==> src/rtl/datapath_ctrl_seq.sv <==
// -----------------------------------------------------------------------------
// datapath_ctrl_seq
//
// Control-step sequencer for the register-file / Z-register datapath. It takes
// one register-transfer instruction at a time (LOAD, MOVE, ADD, NOP) and steps
// through the T-states of that instruction, driving the bus/strobe controls
// that the DataPath needs. Every output is decoded from the registered state
// plus the operand fields latched when the instruction was accepted.
//
// Optional feature: define DATAPATH_CTRL_PERF_EN to add the retired_cnt output
// (16-bit count of DONE cycles, wrapping, cleared by reset).
//
// Parameters
//   NREG    number of general registers driven (R0..R(NREG-1))
//   RSEL_W  width of the register select fields; 2**RSEL_W >= NREG
//
// Ports
//   clock        rising-edge system clock
//   clear        asynchronous active-low reset
//   start        instruction request, sampled only while ready=1
//   opcode[1:0]  00 LOAD (Mdatain->Rd), 01 MOVE (Ra->Z->Rd),
//                10 ADD (Ra+Rb->Z->Rd), 11 NOP
//   ra, rb, rd   source A, source B (ADD only) and destination indices
//   ready        high only in IDLE
//   done         one-cycle completion pulse (DONE state)
//   Rout, Rin    one-hot register-to-bus / bus-to-register enables
//   Yin          load Y from bus
//   Zin          load Z from ALU
//   Zlowout      drive Z low word onto bus
//   MDRout       drive Mdatain onto bus
//   alu_add      1 = ALU computes Y+bus, 0 = ALU passes bus through
//   retired_cnt  (DATAPATH_CTRL_PERF_EN only) retired-instruction counter
// -----------------------------------------------------------------------------
module datapath_ctrl_seq #(
    parameter int NREG   = 4,
    parameter int RSEL_W = 2
) (
    input  logic              clock,
    input  logic              clear,
    input  logic              start,
    input  logic [1:0]        opcode,
    input  logic [RSEL_W-1:0] ra,
    input  logic [RSEL_W-1:0] rb,
    input  logic [RSEL_W-1:0] rd,
    output logic              ready,
    output logic              done,
    output logic [NREG-1:0]   Rout,
    output logic [NREG-1:0]   Rin,
    output logic              Yin,
    output logic              Zin,
    output logic              Zlowout,
    output logic              MDRout,
    output logic              alu_add
`ifdef DATAPATH_CTRL_PERF_EN
    ,
    output logic [15:0]       retired_cnt
`endif
);

    // Opcodes
    localparam logic [1:0] OP_LOAD = 2'b00;
    localparam logic [1:0] OP_MOVE = 2'b01;
    localparam logic [1:0] OP_ADD  = 2'b10;

    // Control steps
    localparam logic [2:0] S_IDLE = 3'd0;
    localparam logic [2:0] S_LD   = 3'd1;
    localparam logic [2:0] S_TA   = 3'd2;
    localparam logic [2:0] S_TB   = 3'd3;
    localparam logic [2:0] S_MV   = 3'd4;
    localparam logic [2:0] S_WB   = 3'd5;
    localparam logic [2:0] S_DONE = 3'd6;

    logic [2:0]        state_q;
    logic [2:0]        state_d;
    logic [1:0]        opcode_q;
    logic [RSEL_W-1:0] ra_q;
    logic [RSEL_W-1:0] rb_q;
    logic [RSEL_W-1:0] rd_q;

    logic accept;
    assign accept = (state_q == S_IDLE) && start;

    // Indices at or above NREG decode to all-zero, so an out-of-range source
    // leaves the bus undriven and an out-of-range destination discards the write.
    function automatic logic [NREG-1:0] onehot(input logic [RSEL_W-1:0] idx);
        logic [NREG-1:0] v;
        v = '0;
        for (int i = 0; i < NREG; i++) begin
            if (idx == RSEL_W'(i)) begin
                v[i] = 1'b1;
            end
        end
        return v;
    endfunction

    // Next-state logic
    // NOTE: every variable written in a combinational block gets a default
    // before the case statement; a path that skips an assignment infers a latch.
    always_comb begin
        state_d = state_q;
        case (state_q)
            S_IDLE: begin
                if (start) begin
                    case (opcode)
                        OP_LOAD: state_d = S_LD;
                        OP_MOVE: state_d = S_MV;
                        OP_ADD:  state_d = S_TA;
                        default: state_d = S_DONE;   // NOP
                    endcase
                end
            end
            S_LD:    state_d = S_DONE;
            S_TA:    state_d = S_TB;
            S_TB:    state_d = S_WB;
            S_MV:    state_d = S_WB;
            S_WB:    state_d = S_DONE;
            S_DONE:  state_d = S_IDLE;
            default: state_d = S_IDLE;
        endcase
    end

    // State and operand latch. The operand fields are reset as well so that a
    // sequence aborted by clear leaves no stale index behind.
    // NOTE: sequential state uses non-blocking assignments so every register
    // samples its inputs from the same edge, independent of statement order.
    always_ff @(posedge clock or negedge clear) begin
        if (!clear) begin
            state_q  <= S_IDLE;
            opcode_q <= '0;
            ra_q     <= '0;
            rb_q     <= '0;
            rd_q     <= '0;
        end else begin
            state_q <= state_d;
            if (accept) begin
                opcode_q <= opcode;
                ra_q     <= ra;
                rb_q     <= rb;
                rd_q     <= rd;
            end
        end
    end

    // Output decode: one driver on the bus per state (Rout, MDRout or Zlowout),
    // which keeps the bus-exclusivity invariant structural.
    always_comb begin
        ready   = 1'b0;
        done    = 1'b0;
        Rout    = '0;
        Rin     = '0;
        Yin     = 1'b0;
        Zin     = 1'b0;
        Zlowout = 1'b0;
        MDRout  = 1'b0;
        alu_add = 1'b0;
        case (state_q)
            S_IDLE: ready = 1'b1;
            S_LD: begin
                MDRout = 1'b1;
                Rin    = onehot(rd_q);
            end
            S_TA: begin
                Rout = onehot(ra_q);
                Yin  = 1'b1;
            end
            S_TB: begin
                Rout    = onehot(rb_q);
                alu_add = (opcode_q == OP_ADD);   // TB is only reached by ADD
                Zin     = 1'b1;
            end
            S_MV: begin
                Rout = onehot(ra_q);              // ALU passes the bus into Z
                Zin  = 1'b1;
            end
            S_WB: begin
                Zlowout = 1'b1;
                Rin     = onehot(rd_q);
            end
            S_DONE:  done = 1'b1;
            default: ;
        endcase
    end

`ifdef DATAPATH_CTRL_PERF_EN
    // Retired-instruction counter; NOPs count, and the add wraps naturally.
    always_ff @(posedge clock or negedge clear) begin
        if (!clear) begin
            retired_cnt <= '0;
        end else if (state_q == S_DONE) begin
            retired_cnt <= retired_cnt + 16'd1;
        end
    end
`endif

endmodule

==> config.mk <==
export PLATFORM = sky130hd
export DESIGN_NAME = datapath_ctrl_seq
export DESIGN_NICKNAME = d
export VERILOG_FILES = /design/src/rtl/datapath_ctrl_seq.sv
export SDC_FILE = /design/constraint.sdc
export NUM_CORES = 1
export LEC_CHECK = 0
export BUFFER_PORTS_ARGS = -buffer_cell sky130_fd_sc_hd__clkbuf_2
export CAP_MARGIN = 20
export CORE_MARGIN = 5
export CORE_UTILIZATION = 32
export DETAILED_ROUTE_END_ITERATION = 12
export PLACE_DENSITY = 0.61
export SETUP_SLACK_MARGIN = 0.4
export SLEW_MARGIN = 20
export SYNTH_ARGS = -nofsm -noshare
export SYNTH_HDL_FRONTEND = slang
export SYNTH_SLANG_ARGS = --single-unit
==> constraint.sdc <==
create_clock -name clock -period 2.39 [get_ports clock]
set_input_delay 0 -clock clock [delete_from_list [all_inputs] [get_ports clock]]
set_output_delay 0 -clock clock [all_outputs]
set_load 0.01 [all_outputs]
* After elaboration in Yosys (flattened, before gate mapping)
Index checks and enable logic that the tools add are counted.
** Operators by class
- Reduce and logical (&&, ||, !) cells :: 9
- Muxes and demuxes :: 24
- Equality and inequality tests :: 19
** Operator list (count)
- $mux 1 :: 19
- $eq 2x2->1 const B :: 8
- $pmux 3 s4 :: 1
- $eq 3x3->1 const B :: 3
- $pmux 3 s3 :: 1
- $eq 2x1->1 const B :: 4
- $logic_not 2->1 :: 4
- $pmux 4 s2 :: 1
- $eq 3x2->1 const B :: 2
- $reduce_or 2->1 :: 3
- $mux 4 :: 1
- $eq 3x1->1 const B :: 1
- $logic_not 3->1 :: 1
- $mux 3 :: 1
- $ne 2x2->1 const B :: 1
- $logic_and 1x1->1 :: 1
** Storage, ports and cells
- Logic and storage cells :: 57
- Bits of input ports :: 11
- Bits in registers :: 11

* Depth between registers and ports, before layout
Gate-level depths: netlist of run 1.
- Word-level depth :: 4
- Depth in mapped cells :: 4
- Depth with buffers taken out :: 3

* Least setup slack after synthesis of run 1
OpenSTA, ideal clock, no wires.
- Path kind :: reg-to-reg
- Start point :: register state_q[1]
- End point :: register opcode_q[0]
- Clock period less this slack :: 1.412 ns
- Arrival time :: 1.287 ns
- Data required time :: 2.265 ns
- Slack :: 0.978 ns
- Buffers on the path :: 1
- Cell stages (with the launch flop) :: 5
- Cell sequence :: dfrtp_1 > nor3_2 > and2_1 > buf_6 > mux2_4
** On the way
- Word-level cells in the longest chain between the ends :: 2
** Ends and longest elaborated chain
- start: declaration :: RTL line 74 : logic [2:0] state_q;
- start signal: assignment :: RTL line 135 : state_q <= state_d;
- $logic_not 3->1 :: RTL line 82 : assign accept = (state_q == S_IDLE) && start;
- $logic_and 1x1->1 :: RTL line 82
- end signal: assignment :: RTL line 137 : opcode_q <= opcode;
- end: declaration :: RTL line 76 : logic [1:0] opcode_q;
No other way between the ends.
A chain may end at the register's enable or synchronous reset.

* Worst setup path after layout of run 1
- Start point :: register state_q[2]
- End point :: output port Rout[2]
** On the way
- Word-level cells in the longest chain between the ends :: 3
- Elaborated cells between the ends (all ways) :: 5
** Ends and longest elaborated chain
- $eq 3x3->1 or $eq 3x2->1 (tied branches) :: RTL line 157 : case (state_q)
- $reduce_or 2->1 (no source line)
- $pmux 4 s2 * :: RTL line 157
- end: declaration :: RTL line 47 : output logic [NREG-1:0] Rout,
Mark *: on every way between the ends. The rest lies on a longest branch, timed or not.

==> results of run 1 <==
## synth_stat cells
cell type  count  area share
o22ai_1        1      0.0087
a311oi_1       1       0.012
o21ai_0        3       0.021
o2bb2ai_1      1       0.012
a21bo_2        1       0.014
nand3_1        1      0.0069
nor3b_1        1       0.010
nor3_1         3       0.021
nor3_2         1       0.014
a211oi_1       2       0.021
nor2_1         4       0.021
dfrtp_1       11        0.38
and3b_1        1       0.012
buf_4          1       0.010
nor2b_1        4       0.035
o2bb2a_4       1       0.028
mux2i_1        1       0.014
and3_1         2       0.017
and2_1         3       0.026
a21boi_1       1       0.010
a22oi_1        1       0.010
nand2b_1       1      0.0087
mux2_4         8        0.17
nor4_1         1      0.0087
buf_6          2       0.031
xor2_2         1       0.022
a21oi_1        3       0.021
nand2_1        5       0.026
buf_2          1      0.0069
inv_2          1      0.0052
## routing by layer
layer | track usage | routed length, µm | up-vias
met5 | 0 | 0 | -
met4 | 0.05960 | 10 | 0
met3 | 0.04299 | 162 | 2
met2 | 0.1677 | 776 | 21
met1 | 0.1354 | 799 | 284
li1 | - | - | 311
## registers in the layout, summed over array words and instances, names as in the netlist
name / flops
rd_q: 2
opcode_q: 2
ra_q: 2
rb_q: 2
state_q: 3
## through the flow
| stage | worst slack (ns) | util | area (µm²) | hold slack, ns |
|---|---|---|---|---|
| 6_report | 0.5994 | 0.4358 | 954.7 | 0.01274 |
| 5_1_grt | 0.4989 | 0.4358 | 954.7 | 0.02930 |
| 2_1_floorplan | 0.9781 | - | 723.2 | -0.2956 |
| 3_5_place_dp | 0.6612 | 0.3872 | 848.3 | -0.1076 |
| 3_3_place_gp | 0.7004 | 0.3872 | 848.3 | -0.1111 |
| 4_1_cts | 0.5965 | 0.4358 | 954.7 | 0.002111 |
## final cells by class
type	count	area, µm²
Timing Repair Buffer	33	205.2
Tap cell	28	35.03
Inverter	1	3.754
Fill cell	227	1236
Sequential cell	11	275.3
Multi-Input combinational cell	52	409.1
Clock buffer	4	26.28
## where the power goes
part / switching [mW] / leakage, nW / internal (mW) / total, mW
sequential: 0.171 / 0.131 / 0.282 / 0.453
combinational: 0.297 / 0.304 / 0.351 / 0.648
clock: 0.0634 / 0.0150 / 0.0646 / 0.128
## kinds of logic after synthesis
family,synth area share
XOR/XNOR,0.02250
flip-flops,0.3806
multiplexers,0.1799
AO/OA/AOI/OAI,0.1574
buffers and inverters,0.05362
AND/OR/NAND/NOR,0.2059
## worst min path at each step
stage / cells past startpoint / slack [ns] / start / to
after global routing: 2 / 0.03 / opcode[1] / opcode_q[1]
after CTS: 2 / 0.002 / opcode[1] / opcode_q[1]
after global placement: 1 / -0.11 / clear / rd_q[1]
final: 2 / 0.01 / opcode[1] / opcode_q[1]
after detailed placement: 1 / -0.11 / clear / rd_q[1]
after floorplan: 0 / -0.30 / clear / opcode_q[0]
==> results.toml, run 1 <==
[run_status]
status = "complete, no violations"

[place]
io_buffers = 25
placedCellCount = 117
place_congestion = 0.7522
dp_hpwl_um = 1225

[detailed_routing]
ant_nets = 0
drt_iter0_drc = 7
dr_total_vias = 618
route.detailed.drc = 0
dr.pass1.iters = 4
wire_per_inst_um = 13.54
vias_per_cell = 4.791
drt_wl_total_um = 1747

[clock_tree]
clk_path_buf_depth = 2
hold_buffers = 8
clock_latency_ns = 0.27
cts.reportedPaths.clkPinSlew_ns = 0.07
clock-sinks = 11
tritoncts = "done"
htree_num_levels = 1
cts_root_buf = "clkbuf_4"
cts_resized = 0
cts_buffers = 3
postCtsSetupBuffers = 0

[cells_and_area]
syn_to_final_growth_pct = 32.01
stdcell_count = 129
final_nets = 113
layout-drive-gt1-share = 0.4059
final_common_cell = "clkbuf_2"
diodes = 0
final_cell_mix = "clkbuf_2, dfrtp_1, mux2_4, dlygate4sd3_1, nand2_1"

[hold_path]
hold_class = "input pin to register"

[global_route]
grt_pass1_vias = 637
grt_pass1_wl_um = 2815
grt_max_degree = 15
grt_overflow = 0
grt_use_total = 0.1112
antenna_found_initial = 0

[worst_setup_path]
cp_slowest_stage_delay_ns = 0.62
cp-start-kind = "register"
crit_cells = 4
crit_family = "flip-flops"
r2r-start = "state_q[2]"
r2r-end = "opcode_q[0]"
path_cells = "nor2b_1 > o2bb2a_4 > a311oi_1 > clkbuf_2"
path_max_fanout = 13
crit_buf_inv = 1
cp_slowest_cell = "dfrtp_1"
critPathArrivalTime_ns = 1.79
r2r_slack_ns = 0.64
worstSetupEndpoint = "Rout[2]"
worstSetupPathType = "register to primary output"
crit_path_end_kind = "primary output"
cp-startpoint = "state_q[2]"
rr_worst_depth = 3
cp.required_ns = 2.39

[sta]
period_minus_slack_ns = 1.791
fin_skew_ns = 0.004202
worstMarginPinSlew_ns = 0.5268
period_share = 0.7492
max_freq_mhz = 558.5
relSlewSlack = 0.6488
setup_violations = 0
maxSlewViolCount = 0
hold_violations = 0
rsz0062_at_grt = "false"
tns_ns = 0

[die]
rows = 17
die-area_um2 = 3311
core_area_um2 = 2191
die_y_um = 57.54
start_util = 0.3301
die_x_um = 57.54
ios = 26

[power_and_ir_drop]
powerDensity_nw_per_um2 = 1288
ir_drop_uv = 508.4
power_leakage_nw = 0.4495
finalPower_mw = 1.229

[yosys]
syn_inst = 68
synth_cell_types = 30
syn_nets = 79
synth_seq_cells = 11
yosys_warnings = 0
synth.yosys.seq_area_share = 0.3806
synth_area_um2 = 723.2
syn_avg_cell_area_um2 = 10.64

[run]
cap_violations = 0
(Power assumes the default switching activity.)
==> run 2: changes to the inputs <==
Settings changed: PLACE_DENSITY 0.61 to 0.63.
Clock period 2.39 ns to 1.4 ns, I/O delays scaled along.
==> run 2 against run 1 <==
The flow now finishes with violations (setup timing). Register-to-register slack got worse by 0.74 ns. Non-clock buffer count rose by 27. Count of clock-buffer cells in the layout stayed put. Design area grew 49%. Worst setup slack got worse by 0.77 ns. Die area did not move. Routed wire length grew 48%. Power grew to 2.9 times the previous value. Sequential cell count stayed put.
==> results.toml, run 2 (synthesized netlist as in run 1, its figures left out) <==
[cells_and_area]
layout-drive-gt1-share = 0.7422
largest_reg_flops = 3
syn_to_final_growth_pct = 96.54
final_cell_mix = "buf_6, clkbuf_2, buf_2"
final_nets = 140
n_fill_cell = 173
max_flop_register = "state_q"
seqCellArea_um2 = 277.8
diodes = 0
stdcell_count = 156
final_common_cell = "buf_6"
final_core_util = 0.6488
multi_input_area_um2 = 548.0
final_area_um2 = 1421

[global_route]
grt_overflow = 0
grt_pass1_wl_um = 3560
grt_pass1_vias = 760
grt_max_degree = 12
antenna_found_initial = 0
grt_use_total = 0.1415

[hold_path]
hold_start = "opcode[0]"
hold_class = "input pin to register"
whs_endpoint = "opcode_q[0]"
hold_depth = 2

[die]
core_area_um2 = 2191
start_util = 0.3301
die-area_um2 = 3311
die_y_um = 57.54
die_x_um = 57.54
ios = 26
rows = 17

[clock_tree]
clk_path_buf_depth = 2
cts_root_buf = "clkbuf_4"
clock_latency_ns = 0.28
clock-sinks = 11
tritoncts = "done"
htree_num_levels = 1
cts.reportedPaths.clkPinSlew_ns = 0.08
cts_buffers = 3

[place]
place_congestion = 0.8229
dp_hpwl_um = 1376
placedCellCount = 123
placed_area_um2 = 928.4
io_buffers = 25

[worst_setup_path]
crit_path_end_kind = "primary output"
worstSetupPathType = "register to primary output"
r2r-start = "state_q[1]"
cp-start-kind = "register"
cp_slowest_cell = "dfrtp_2"
r2r-end = "opcode_q[1]"
rr_worst_depth = 5
critPathArrivalTime_ns = 1.57
path_cells = "buf_6 > xor2_4 > a21bo_2 > a22oi_2 > buf_2"
r2r_slack_ns = -0.10
cp.required_ns = 1.40
cp_slowest_stage_delay_ns = 0.45
path_max_fanout = 4

[sta]
setup_ws_ns = -0.1745
whs_ns = 0.02211
max_freq_mhz = 635.1
hold_violations = 0
fin_skew_ns = 0.005659
setup_violations = 18
relSlewSlack = 0.7903
worstMarginPinSlew_ns = 0.3146
rsz0062_at_grt = "true"
period_share = 1.125
maxSlewViolCount = 0
period_minus_slack_ns = 1.575

[power_and_ir_drop]
combPwrFrac = 0.731
ir_drop_uv = 1859
clkPwrFrac = 0.065
switching_power_mw = 1.444
power_leakage_nw = 0.6586
finalPower_mw = 3.595
powerDensity_nw_per_um2 = 2529
switching_share = 0.4016
pwr-share-seq = 0.204
intPower_mw = 2.151

[run_status]
violations = "setup timing"
status = "complete, but fails checks"

[detailed_routing]
route.detailed.drc = 0
dr.pass1.iters = 4
ant_nets = 0
dr_total_vias = 797
drt_wl_total_um = 2583
vias_per_cell = 5.109
drt_iter0_drc = 11
wire_per_inst_um = 16.56

[run]
cap_violations = 0
-- run 2: changes by cell type in the layout (fill, tap and decap cells not counted), sizes merged --
cell,previous run,this run
dlygate4sd3,8,7
clkbuf,29,16
buf,0,41
-- run 2: layout make-up --
| cell class | instances | area share |
|---|---|---|
| flip-flops and latches | 11 | 0.1954 |
| multi-input cells | 52 | 0.3856 |
| inverters | 1 | 0.004401 |
| clock buffers | 4 | 0.01849 |
| well taps | 28 | 0.02465 |
| repair buffers | 60 | 0.3715 |
-- run 2: worst max path at each step --
stage / cells after the start / startpoint / to
floorplan: 4 / state_q[2] / opcode_q[0]
global placement: 4 / state_q[2] / rd_q[1]
detailed placement: 4 / state_q[2] / opcode_q[0]
CTS: 5 / state_q[2] / Rout[1]
global route: 5 / state_q[2] / Rout[2]
finish: 5 / state_q[2] / Rout[1]
-- run 2: worst max-delay path: cells and delay by family, from the launching register on --
kind                      cells  cell delay (ns)
AOI/OAI and AO/OA             2             0.37
DFF                           1             0.45
xor gates and xnor gates      1             0.19
buffers and inverters         2             0.29
-- run 2: through the flow --
stage	setup slack [ns]	setup TNS, ns
after floorplan	0.01730	0
after global placement	0.08063	0
after detailed placement	0.06496	0
after global routing	-0.2558	-2.497
final	-0.1745	-1.534
after CTS	-0.1627	-1.037
-- run 2: power by group through the flow --
stage	Combinational, mW	Clock (mW)	Sequential [mW]
floorplan	1.05	0	0.633
global placement	1.40	0	0.669
detailed placement	1.43	0	0.675
CTS	2.09	0.231	0.693
global route	2.79	0.250	0.754
finish	2.63	0.234	0.733
-- run 2: timing repair --
action / CTS / global route
resized for setup: 29 / 31
endpoints found under the setup margin: 25 / 26
hold buffers: 7 / 0
hold endpoints to repair: 17 / 0
pin swaps: 9 / 12
buffers inserted: 11 / 11
-- run 2: per-layer routing --
layer  wire length [µm]  vias up  GRT usage
li1                   -      363          -
met1                984      400     0.1563
met2               1453       26     0.2565
met3                 98        8    0.03394
met4                 46        0    0.05629
met5                  0        -          0
==> run 3: changes to the inputs <==
Settings changed: BUFFER_PORTS_ARGS -buffer_cell sky130_fd_sc_hd__clkbuf_2 to -buffer_cell sky130_fd_sc_hd__buf_4, PLACE_DENSITY 0.63 to 0.61.
Clock period 1.4 ns to 1.7 ns, I/O delays scaled along.
==> run 3 against run 2 <==
Register-to-register slack improved by 0.36 ns. Final cell count fell by 9.0%. Via count fell by 12%. Sequential cell count did not move. Highest routed layer unchanged. Power fell by 36%. The flow now finishes without violations. Largest cell class unchanged. Clock power fell by 22%. Worst hold slack improved by 0.019 ns.
==> results.toml, run 3 (synthesized netlist as in run 1, its figures left out) <==
[global_route]
grt_use_total = 0.1210
grt_pass1_wl_um = 3008
grt_max_degree = 12
grt_overflow = 0
grt_pass1_vias = 649
antenna_found_initial = 0

[cells_and_area]
final_core_util = 0.5620
syn_to_final_growth_pct = 70.24
final_cell_mix = "buf_4, dlygate4sd3_1, dfrtp_1"
max_flop_register = "state_q"
n_fill_cell = 200
final_common_cell = "buf_4"
final_nets = 126
largest_reg_flops = 3
seqCellArea_um2 = 277.8
layout-drive-gt1-share = 0.5877
stdcell_count = 142
multi_input_area_um2 = 494.2
diodes = 0

[detailed_routing]
drt_iter0_drc = 7
vias_per_cell = 4.944
drt_wl_total_um = 1939
route.detailed.drc = 0
dr.pass1.iters = 3
ant_nets = 0
dr_total_vias = 702
wire_per_inst_um = 13.65

[worst_setup_path]
path_cells = "buf_6 > mux2i_2 > o2bb2a_4 > a311oi_2 > buf_4"
critPathArrivalTime_ns = 1.53
cp.required_ns = 1.70
crit_cells = 5
rr_worst_depth = 4
cp_slowest_stage_delay_ns = 0.39
crit_buf_inv = 2
cp-start-kind = "register"
cp_slowest_cell = "dfrtp_1"
path_max_fanout = 5
worstSetupPathType = "register to primary output"
crit_family = "compound AO/OA/AOI/OAI gates"
crit_path_end_kind = "primary output"

[sta]
hold_violations = 0
rsz0062_at_grt = "true"
period_minus_slack_ns = 1.530
max_freq_mhz = 653.8
fin_skew_ns = 0.002820
maxSlewViolCount = 0
setup_violations = 0
period_share = 0.8998
tns_ns = 0
relSlewSlack = 0.8331
worstMarginPinSlew_ns = 0.2483

[die]
die-area_um2 = 3311
core_area_um2 = 2191
die_y_um = 57.54
ios = 26
start_util = 0.3301
rows = 17
die_x_um = 57.54

[power_and_ir_drop]
powerDensity_nw_per_um2 = 1882
power_leakage_nw = 0.5561
switching_power_uw = 948.1
pwr-share-seq = 0.267
ir_drop_uv = 984.4
switching_share = 0.4092
intPower_mw = 1.369
combPwrFrac = 0.655
clkPwrFrac = 0.078

[clock_tree]
clock_latency_ns = 0.27
cts.reportedPaths.clkPinSlew_ns = 0.07
clk_path_buf_depth = 2
cts_root_buf = "clkbuf_4"
cts_buffers = 3
tritoncts = "done"
htree_num_levels = 1
clock-sinks = 11

[place]
placedCellCount = 121
dp_hpwl_um = 1309
io_buffers = 25
place_congestion = 0.7677

[hold_path]
hold_class = "input pin to register"
hold_depth = 3

[run_status]
status = "complete, no violations"

[run]
cap_violations = 0
-- run 3: what timing repair did --
item,CTS,global route
pin swaps,4,6
endpoints found under the setup margin,20,21
resized for setup,17,12
hold endpoints to repair,19,0
hold buffers,9,0
buffers inserted,6,2
-- run 3: power groups by stage --
stage                     sequential, mW  combinational [mW]  clock (mW)
final                              0.618                1.52       0.182
after global routing               0.650                1.63       0.201
after CTS                          0.592                1.36       0.187
after detailed placement           0.559                1.13           0
after global placement             0.560                1.11           0
after floorplan                    0.509               0.804           0
-- run 3: path summary, 6_finish.rpt --
check / start / to / slack (ns)
worst max-delay path: state_q[0] / Rout[2] / 0.17
worst min-delay path: start / state_q[2] / 0.04
worst max register to register: state_q[2] / opcode_q[0] / 0.26
worst min register to register: opcode_q[1] / opcode_q[1] / 0.56
max in group asynchronous: clear / state_q[1] / 1.45
min in group asynchronous: clear / rd_q[1] / 0.09
-- run 3: routing by layer --
layer  wire length [µm]  GRT usage
met5                  0          0
met4                 59    0.08278
met3                114    0.03846
met2                889     0.1629
met1                877     0.1616
-- run 3: cell type report --
cell class                 instances  area share
clock buffer                       4     0.02134
inverter                           1    0.009146
multi-input combinational         52      0.4014
sequential                        11      0.2256
tap                               28     0.02846
timing repair buffer              46      0.3140
-- run 3: worst min-delay path, cell delays in order --
cell     delay (ns)
buf_4          0.10
a21oi_1        0.06
o22ai_1        0.11
-- run 3: stage by stage --
stage          total power [mW]  setup slack, ns  hold slack [ns]  cell area [µm²]
2_1_floorplan             1.314           0.3173          -0.2956            723.2
3_3_place_gp              1.666           0.2771          -0.1581            940.9
3_5_place_dp              1.684           0.2464          -0.1568            940.9
4_1_cts                   2.144           0.1480          0.03378             1160
5_1_grt                   2.484          0.08297          0.05394             1231
6_report                  2.317           0.1704          0.04088             1231
